===== src/rtl/slip_pkg.sv =====
// SLIP framing constants shared by the transmit and receive paths.
// Holds the special characters, the encoder state type and the escape lookup.
package slip_pkg;

   // SLIP special characters
   localparam logic [7:0] CHAR_END     = 8'hC0;
   localparam logic [7:0] CHAR_ESC     = 8'hDB;
   localparam logic [7:0] CHAR_ESC_END = 8'hDC;
   localparam logic [7:0] CHAR_ESC_ESC = 8'hDD;

   localparam int STATE_W = 3;

   typedef enum logic [STATE_W-1:0] {
      ST_IDLE  = 3'd0,
      ST_START = 3'd1,
      ST_BYTE  = 3'd2,
      ST_ESC2  = 3'd3,
      ST_NEXT  = 3'd4,
      ST_STOP  = 3'd5
   } slip_state_e;

   // True for bytes that must be sent as a two-byte escape
   function automatic logic slip_is_special(input logic [7:0] b);
      return (b == CHAR_END) || (b == CHAR_ESC);
   endfunction

   // Second byte of an escape: END -> ESC_END, ESC -> ESC_ESC
   function automatic logic [7:0] slip_esc_code(input logic [7:0] b);
      return (b == CHAR_END) ? CHAR_ESC_END : CHAR_ESC_ESC;
   endfunction

endpackage


===== src/rtl/slip_tx.sv =====
// SLIP encoder: frames raw bytes with END and escapes END/ESC payload bytes.
// One-deep output slot feeds the UART transmitter over a valid/ack handshake.
module slip_tx
   import slip_pkg::*;
#(
   parameter bit SEND_SOF = 1'b1
) (
   input  logic       clk,
   input  logic       rst,
   output logic       frame,
   input  logic [7:0] din,
   input  logic       din_last,
   input  logic       din_rdy,
   output logic       din_ack,
   output logic [7:0] dout,
   output logic       dout_rdy,
   input  logic       dout_ack
);

   slip_state_e state_q;
   logic [7:0]  buf_q;
   logic        last_q;
   logic        frame_q;
   logic [7:0]  dout_q;
   logic        dout_rdy_q;
   logic        slot_free;

   // Output slot can take a new byte when empty or being drained this edge
   assign slot_free = !dout_rdy_q || dout_ack;

   // Input is accepted only while waiting for a frame byte
   assign din_ack = (state_q == ST_IDLE) || (state_q == ST_NEXT);

   assign frame    = frame_q;
   assign dout     = dout_q;
   assign dout_rdy = dout_rdy_q;

   // Encoder FSM with registered output slot and frame flag
   always_ff @(posedge clk or posedge rst) begin
      if (rst) begin
         state_q    <= ST_IDLE;
         buf_q      <= 8'h00;
         last_q     <= 1'b0;
         frame_q    <= 1'b0;
         dout_q     <= 8'h00;
         dout_rdy_q <= 1'b0;
      end else begin
         if (dout_rdy_q && dout_ack) begin
            dout_rdy_q <= 1'b0;
         end
         case (state_q)
            ST_IDLE: begin
               if (din_rdy) begin
                  buf_q   <= din;
                  last_q  <= din_last;
                  frame_q <= 1'b1;
                  state_q <= SEND_SOF ? ST_START : ST_BYTE;
               end
            end
            ST_START: begin
               if (slot_free) begin
                  dout_q     <= CHAR_END;
                  dout_rdy_q <= 1'b1;
                  state_q    <= ST_BYTE;
               end
            end
            ST_BYTE: begin
               if (slot_free) begin
                  dout_rdy_q <= 1'b1;
                  if (slip_is_special(buf_q)) begin
                     dout_q  <= CHAR_ESC;
                     state_q <= ST_ESC2;
                  end else begin
                     dout_q  <= buf_q;
                     state_q <= last_q ? ST_STOP : ST_NEXT;
                  end
               end
            end
            ST_ESC2: begin
               if (slot_free) begin
                  dout_q     <= slip_esc_code(buf_q);
                  dout_rdy_q <= 1'b1;
                  state_q    <= last_q ? ST_STOP : ST_NEXT;
               end
            end
            ST_NEXT: begin
               if (din_rdy) begin
                  buf_q   <= din;
                  last_q  <= din_last;
                  state_q <= ST_BYTE;
               end
            end
            ST_STOP: begin
               if (slot_free) begin
                  dout_q     <= CHAR_END;
                  dout_rdy_q <= 1'b1;
                  frame_q    <= 1'b0;
                  state_q    <= ST_IDLE;
               end
            end
            default: begin
               state_q <= ST_IDLE;
            end
         endcase
      end
   end

endmodule


===== config.mk =====
export PLATFORM = sky130hd
export DESIGN_NAME = slip_tx
export DESIGN_NICKNAME = d
export VERILOG_FILES = /design/src/rtl/slip_pkg.sv /design/src/rtl/slip_tx.sv
export SDC_FILE = /design/constraint.sdc
export NUM_CORES = 1
export LEC_CHECK = 0
export CORE_UTILIZATION = 45
export CTS_BUF_LIST = sky130_fd_sc_hd__clkbuf_4 sky130_fd_sc_hd__clkbuf_8
export CTS_CLUSTER_DIAMETER = 80
export DETAILED_ROUTE_END_ITERATION = 8
export HOLD_SLACK_MARGIN = 0.02
export PLACE_DENSITY = 0.77
export SLEW_MARGIN = 5
export SYNTH_ARGS = -nofsm -noshare
export SYNTH_HDL_FRONTEND = slang
export SYNTH_SLANG_ARGS = --single-unit

===== constraint.sdc =====
create_clock -name clk -period 1.16 [get_ports clk]
set_input_delay 0.232 -clock clk [delete_from_list [all_inputs] [get_ports clk]]
set_output_delay 0.232 -clock clk [all_outputs]
set_load 0.005 [all_outputs]

**After elaboration in Yosys (flattened, before gate mapping)**

Index checks and enable logic that the tools add are counted.

- Register bits: 22
- Logic and storage cells: 56
- Input bits: 13
- Output and inout bits: 11

- Mux-type cells: 21
- Equal/unequal tests: 14
- Reduce and logical (&&, ||, !) cells: 15

Operator list:

| operator | count |
|---|---|
| $mux 8 | 4 |
| $pmux 8 s3 | 1 |
| $mux 3 | 7 |
| $pmux 3 s6 | 1 |
| $eq 8x8->1 const B | 2 |
| $ne 2x2->1 const B | 6 |
| $mux 1 | 7 |
| $eq 3x2->1 const B | 2 |
| $eq 3x3->1 const B | 2 |
| $reduce_and 6->1 | 1 |
| $reduce_and 4->1 | 1 |
| $reduce_or 2->1 | 2 |
| $reduce_or 4->1 | 1 |
| $eq 3x1->1 const B | 1 |
| $logic_not 3->1 | 1 |
| $logic_or 1x1->1 | 3 |
| $reduce_and 3->1 | 1 |
| $reduce_bool 3->1 | 1 |
| $ne 2x1->1 const B | 1 |
| $pmux 1 s2 | 1 |
| $reduce_and 2->1 | 1 |
| $reduce_bool 2->1 | 1 |
| $logic_and 1x1->1 | 1 |
| $logic_not 1->1 | 1 |

**Longest topological paths before layout**

Gate-level depths: netlist of the first run.

- Depth after elaboration: 5
- Mapped depth: 5
- Gate-level depth less buffers: 4

**Least setup slack after synthesis of the first run**

OpenSTA, ideal clock, no wires.

- Kind: register to register
- From: reg state_q[1]
- To: reg buf_q[0]
- Arrival time: 1.132 ns
- Path slack: -0.097 ns
- Buffers on the path: 1
- Cell stages (with the launch flop): 4
- Required time: 1.035 ns
- Setup time: 0.125 ns
- Clock period less this slack: 1.257 ns
- Cell sequence: dfrtp_1 nor3b_2 buf_4 mux2_2

- Cells in the longest elaborated chain, start to end: 3
- Elaborated cells between the ends (all ways): 4
- Classes of those cells: eq/ne: 1; reduce/logical: 3

RTL lines:

| what | RTL line | source |
|---|---|---|
| start: declaration | slip_tx.sv:20 | `slip_state_e state_q;` |
| start signal: assignment | slip_tx.sv:57 | `state_q <= SEND_SOF ? ST_START : ST_BYTE;` |
| start signal: assignment | slip_tx.sv:75 | `state_q <= last_q ? ST_STOP : ST_NEXT;` |
| start signal: assignment | slip_tx.sv:83 | `state_q <= last_q ? ST_STOP : ST_NEXT;` |
| $eq 3x3->1 or $logic_not 3->1 (tied branches) | slip_tx.sv:51 | `case (state_q)` |
| $reduce_or 2->1 (no line) (*) | n/a |  |
| $reduce_and 2->1 (no line) (*) | n/a |  |
| end signal: assignment | slip_tx.sv:54 | `buf_q <= din;` |
| end signal: assignment | slip_tx.sv:88 | `buf_q <= din;` |
| end: declaration | slip_tx.sv:21 | `logic [7:0] buf_q;` |

Every way passes the cells marked *; elsewhere a longest branch is shown, timed or not.
A chain may end at the register's enable or synchronous reset.

**Final worst setup path of the first run**

- From: reg state_q[0]
- To: reg buf_q[5]

The elaborated chain is that of the path after synthesis.

==> impl_metrics.toml, run 1 <==
[outcome]
status = "finished with violations"
violations = "DRC, setup timing"

[placed_design]
place_ws_ns = -0.607
portBuffers = 23
place_congestion = 0.921
placed_area_mm2 = 0.00156
dp_hpwl_um = 2000

[synth]
synth-seq-area-share_pct = 50.3
synth_area_leader_cell = "dfrtp_1"
yosys-top-cells-area = "dfrtp_1 50%, mux2_2 9.3%, o21ai_0 4.6%"
synth_area_mm2 = 0.00109
synth_nets = 118
synth_ff_type = "dfrtp_1"
async_flop_share_pct = 100
ys_warn_count = 0
synth_cell_type_count = 29
netlist_instances = 105
yosysMostFrequentCell = "dfrtp_1"
synth_edf_count = 0
ys_ff_latch = 22
avgSynthCellArea_um2 = 10.4
synth_commonest_cells = "22 x dfrtp_1, 12 x nand2_1, 10 x o21ai_0, 9 x mux2_2, 8 x nor2_1"
synth_top_area_share_pct = 50.3

[clocking]
clock-root-buffer = "clkbuf_4"
h-tree-depth = 1
clk-insertion-delay-late_ns = 0.31
tritoncts = "yes"
clk_pin_slew_ns = 0.13
cts_buffer_depth = 2
cts_buffers = 3
postCtsHoldBufs = 0
cts.sinks = 22

[global_routing]
track_usage_pct = 26.8
grt_max_degree = 23
grt_pass1_wl_um = 5080
overflow = 0
antenna_found_initial = 0
grt_pass1_vias = 1096

[worst_setup_path]
setup.worst_path.start_class = "register"
crit_top_cell = "buf_6"
critical-path-max-stage-delay_ns = 0.43
r2r_end = "buf_q[5]"
crit_fanout = 6
cpLargestDelayFamily = "flip-flops"
worstPathCellList = "buf_6, nor3b_4, buf_6, mux2_4"
crit_slowest_cell = "dfrtp_2"
r2r_cells = 4
arrival_ns = 1.59
r2r_setup_slack_ns = -0.23
crit_required_ns = 1.36
startpoint = "state_q[0]"
end_kind = "register"
timing.rr.start = "state_q[0]"
crit_buf_inv = 2
path_class = "reg -> reg"

[timing]
rsz0062_at_grt = "true"
fin_crit_ns = 1.39
finalSetupViolations = 24
finalHoldViolCount = 0
final_max_slew_viol_count = 0
maxSlewHeadroom_pct = 77.4
tightest_slew_ns = 0.339
fin_crit_sh_pct = 120
setup-tns-final_ns = -3.63
fmax_ghz = 0.717
fin_skew_ns = 0.00943
postLayoutSetupSlackWorst_ns = -0.235

[floorplanning]
ios = 24
die-area_mm2 = 0.00263
rows = 17
die_y_um = 51.3
initial_core_util_pct = 48.5
die_w_um = 51.3
coreArea_mm2 = 0.00225

[power_and_ir_drop]
ir_drop_uv = 1650
power_density_mw_per_mm2 = 2710
totalPowerFinal_mw = 4.87
power.leakage_nw = 0.818

[flow_run]
drv_cap = 0

[route]
routed_wirelength_um = 3290
route.vias.total = 1112
drtIter0Drc = 23
firstDrtPassIters = 6
ant_nets = 0
wl_per_cell_um = 16.8
drc = 2
vias_per_cell = 5.67

[cells_and_area]
syn2layout_area_growth_pct = 64.6
design_area_mm2 = 0.00180
utilization_pct = 79.9
drive_above_1_share_pct = 52.4
nNetsFinal = 183
n_fill_cell = 150
diodes = 0

[hold_path]
hp-class = "in -> async"
-- where the power goes --
| group | internal, mW | switching [mW] |
|---|---|---|
| logic | 1.77 | 1.30 |
| clock network | 0.121 | 0.234 |
| registers | 1.12 | 0.315 |
| total | 3.02 | 1.85 |
-- state kept, by name, summed over array words and instances (netlist names) --
signal	flops
dout_rdy	1
state_q	3
frame	1
last_q	1
buf_q	8
dout	8
-- cell usage in the layout, fill, tap and decap left out, types with 6 or more instances in the layout --
cell	instances
mux2_4	9
clkbuf_2	7
buf_4	33
nand2_1	10
clkdlybuf4s50_1	12
nor2_1	6
buf_6	9
a21oi_1	7
dfrtp_1	19
-- final cells by class --
class	instances	area, µm²	share of cell area [%]
clock buffers	3	22.5	1.25
inverters	5	18.8	1.04
multi-input cells	73	626	34.7
flip-flops and latches	22	554	30.8
well taps	28	35.0	1.95
repair buffers	65	544	30.2
-- stage by stage --
stage          hold slack, ns  cells
5_1_grt                 0.273    196
3_3_place_gp            0.470    176
6_report                0.227    196
2_1_floorplan           0.221    105
3_5_place_dp            0.483    176
4_1_cts                 0.234    190
-- metal layers --
metal  track usage, %  part of all wire [%]  vias to the layer above
met1             30.9                    38                      540
li1                 -                     -                      510
met3             3.87                   4.8                       14
met4             15.8                   3.7                        0
met2             46.9                    54                       48
met5                0                     0                        -
-- cell families (layout without fill, tap and decap cells) --
| family | Yosys count | count (layout) | share of synthesized area (%) |
|---|---|---|---|
| and+or+nand+nor | 35 | 35 | 18.9 |
| DFF | 22 | 22 | 50.3 |
| AOI/OAI and AO/OA | 29 | 29 | 16.8 |
| buffers and inverters | 10 | 73 | 4.69 |
| muxes | 9 | 9 | 9.27 |
-- repair_timing --
action,4_1_cts,5_1_grt
setup endpoints to repair,33,32
hold endpoints to repair,0,0
setup buffers,11,7
pin swaps,18,15
gates resized for setup,55,22
-- worst max-delay path by stage --
stage | endpoint | slack [ns] | depth (start not counted)
floorplan | buf_q[0] | -0.09 | 3
global placement | dout[4] | -0.49 | 6
detailed placement | dout[3] | -0.61 | 6
CTS | buf_q[5] | -0.23 | 4
global route | state_q[2] | -0.28 | 3
finish | buf_q[5] | -0.23 | 4
-- tightest hold or removal path: cells and delay by family --
family | cells | cell delay (ns)
buf+inv | 3 | 0.67
(Power assumes the default switching activity.)
==> inputs of run 2 (changes only) <==
Settings changed: RECOVER_POWER from default to 50.
==> impl_metrics.toml, run 2 (synthesis results as in run 1) <==
[global_routing]
track_usage_pct = 26.8
grt_pass1_vias = 1096
overflow = 0
grt_pass1_wl_um = 5080
antenna_found_initial = 0
grt_max_degree = 23

[placed_design]
portBuffers = 23
dp_hpwl_um = 2000
placed_area_mm2 = 0.00156
place_congestion = 0.921

[clocking]
clock-root-buffer = "clkbuf_4"
clk_pin_slew_ns = 0.12
clk-insertion-delay-late_ns = 0.31
cts_buffers = 3
h-tree-depth = 1
cts.sinks = 22
cts_buffer_depth = 2
tritoncts = "yes"

[route]
drtIter0Drc = 23
vias_per_cell = 5.64
drc = 2
wl_per_cell_um = 16.8
firstDrtPassIters = 6
routed_wirelength_um = 3290
ant_nets = 0
route.vias.total = 1105

[floorplanning]
die_w_um = 51.3
ios = 24
die-area_mm2 = 0.00263
coreArea_mm2 = 0.00225
initial_core_util_pct = 48.5
rows = 17
die_y_um = 51.3

[power_and_ir_drop]
ir_drop_uv = 1650
swShare_pct = 38.1
clkPwrFrac_pct = 7.3
totalPowerFinal_mw = 4.87
seq_power_share_pct = 29.6
p_sw_mw = 1.86
power_density_mw_per_mm2 = 2730
combPwrFrac_pct = 63.1
internal-power_mw = 3.01
power.leakage_nw = 0.813

[timing]
final_max_slew_viol_count = 0
fin_crit_sh_pct = 120
fmax_ghz = 0.718
tightest_slew_ns = 0.546
fin_crit_ns = 1.39
maxSlewHeadroom_pct = 63.6
finalSetupViolations = 24
finalHoldViolCount = 0
rsz0062_at_grt = "true"
fin_skew_ns = 0.00839
whs_ns = 0.475
postLayoutSetupSlackWorst_ns = -0.233

[cells_and_area]
nNetsFinal = 183
syn2layout_area_growth_pct = 63.3
n_fill_cell = 151
drive_above_1_share_pct = 52.4
seq_area_um2 = 554
final_common_cell = "buf_4"
design_area_mm2 = 0.00179
final_cell_mix = "33 x buf_4, 19 x dfrtp_1, 11 x clkdlybuf4s50_1, 10 x nand2_1"
multi_input_area_um2 = 626
diodes = 0

[hold_path]
hp-class = "in -> async"

[worst_setup_path]
crit_fanout = 6
path_class = "reg -> reg"
arrival_ns = 1.59
end_kind = "register"
setup.worst_path.start_class = "register"
crit_required_ns = 1.36

[outcome]
status = "finished with violations"
violations = "DRC, setup timing"

[flow_run]
drv_cap = 0
==> run 2: metrics by stage <==
stage | instances | util (%) | TNS (ns) | worst slack [ns]
final | 196 | 79.2 | -3.60 | -0.233
after global routing | 196 | 79.2 | -4.70 | -0.282
after CTS | 190 | 77.2 | -2.89 | -0.226
after detailed placement | 176 | 69.3 | -9.21 | -0.607
after global placement | 176 | 69.3 | -8.28 | -0.486
after floorplan | 105 | - | -0.922 | -0.0944
==> run 2: timing repair <==
item / 4_1_cts / 5_1_grt
setup endpoints to repair: 33 / 32
hold buffers: 0 / 0
setup buffers: 11 / 7
gates resized for setup: 55 / 22
pin swaps: 18 / 15
hold endpoints to repair: 0 / 0
==> run 2: critical path: stages, from the launching register on <==
cell and delay (ns):
dfrtp_2 0.43, buf_6 0.13, nor3b_4 0.23, buf_6 0.17
mux2_4 0.31
==> run 2: worst paths after layout <==
| check | startpoint | end | slack [ns] | cells past startpoint |
|---|---|---|---|---|
| max | state_q[0] | buf_q[5] | -0.23 | 4 |
| max in group asynchronous | rst | state_q[1] | 0.30 | 3 |
| min | rst | buf_q[3] | 0.48 | 3 |
| max reg2reg | state_q[0] | buf_q[5] | -0.23 | 4 |
| min reg2reg | frame | frame | 0.55 | 2 |
| min in group clk | din[3] | buf_q[3] | 0.52 | 2 |
==> run 2: power by group through the flow <==
stage / Combinational (mW) / Sequential, mW / Clock (mW)
after floorplan: 1.25 / 1.41 / 0
after detailed placement: 2.29 / 1.47 / 0
after CTS: 2.76 / 1.42 / 0.352
after global routing: 3.28 / 1.47 / 0.384
after global placement: 2.22 / 1.44 / 0
final: 3.07 / 1.44 / 0.355
==> run 2: final cells by class <==
class / count / area share [%]
Clock buffer: 3 / 1.26
Sequential cell: 22 / 31.0
Timing Repair Buffer: 65 / 29.6
Inverter: 5 / 1.05
Multi-Input combinational cell: 73 / 35.0
Tap cell: 28 / 1.96
==> run 2: metal layers <==
layer / track usage [%] / share of wire [%] / vias up
met5: 0 / 0 / -
met2: 46.9 / 54 / 42
met1: 30.9 / 38 / 538
met4: 15.8 / 3.7 / 0
li1: - / - / 511
met3: 3.87 / 3.9 / 14
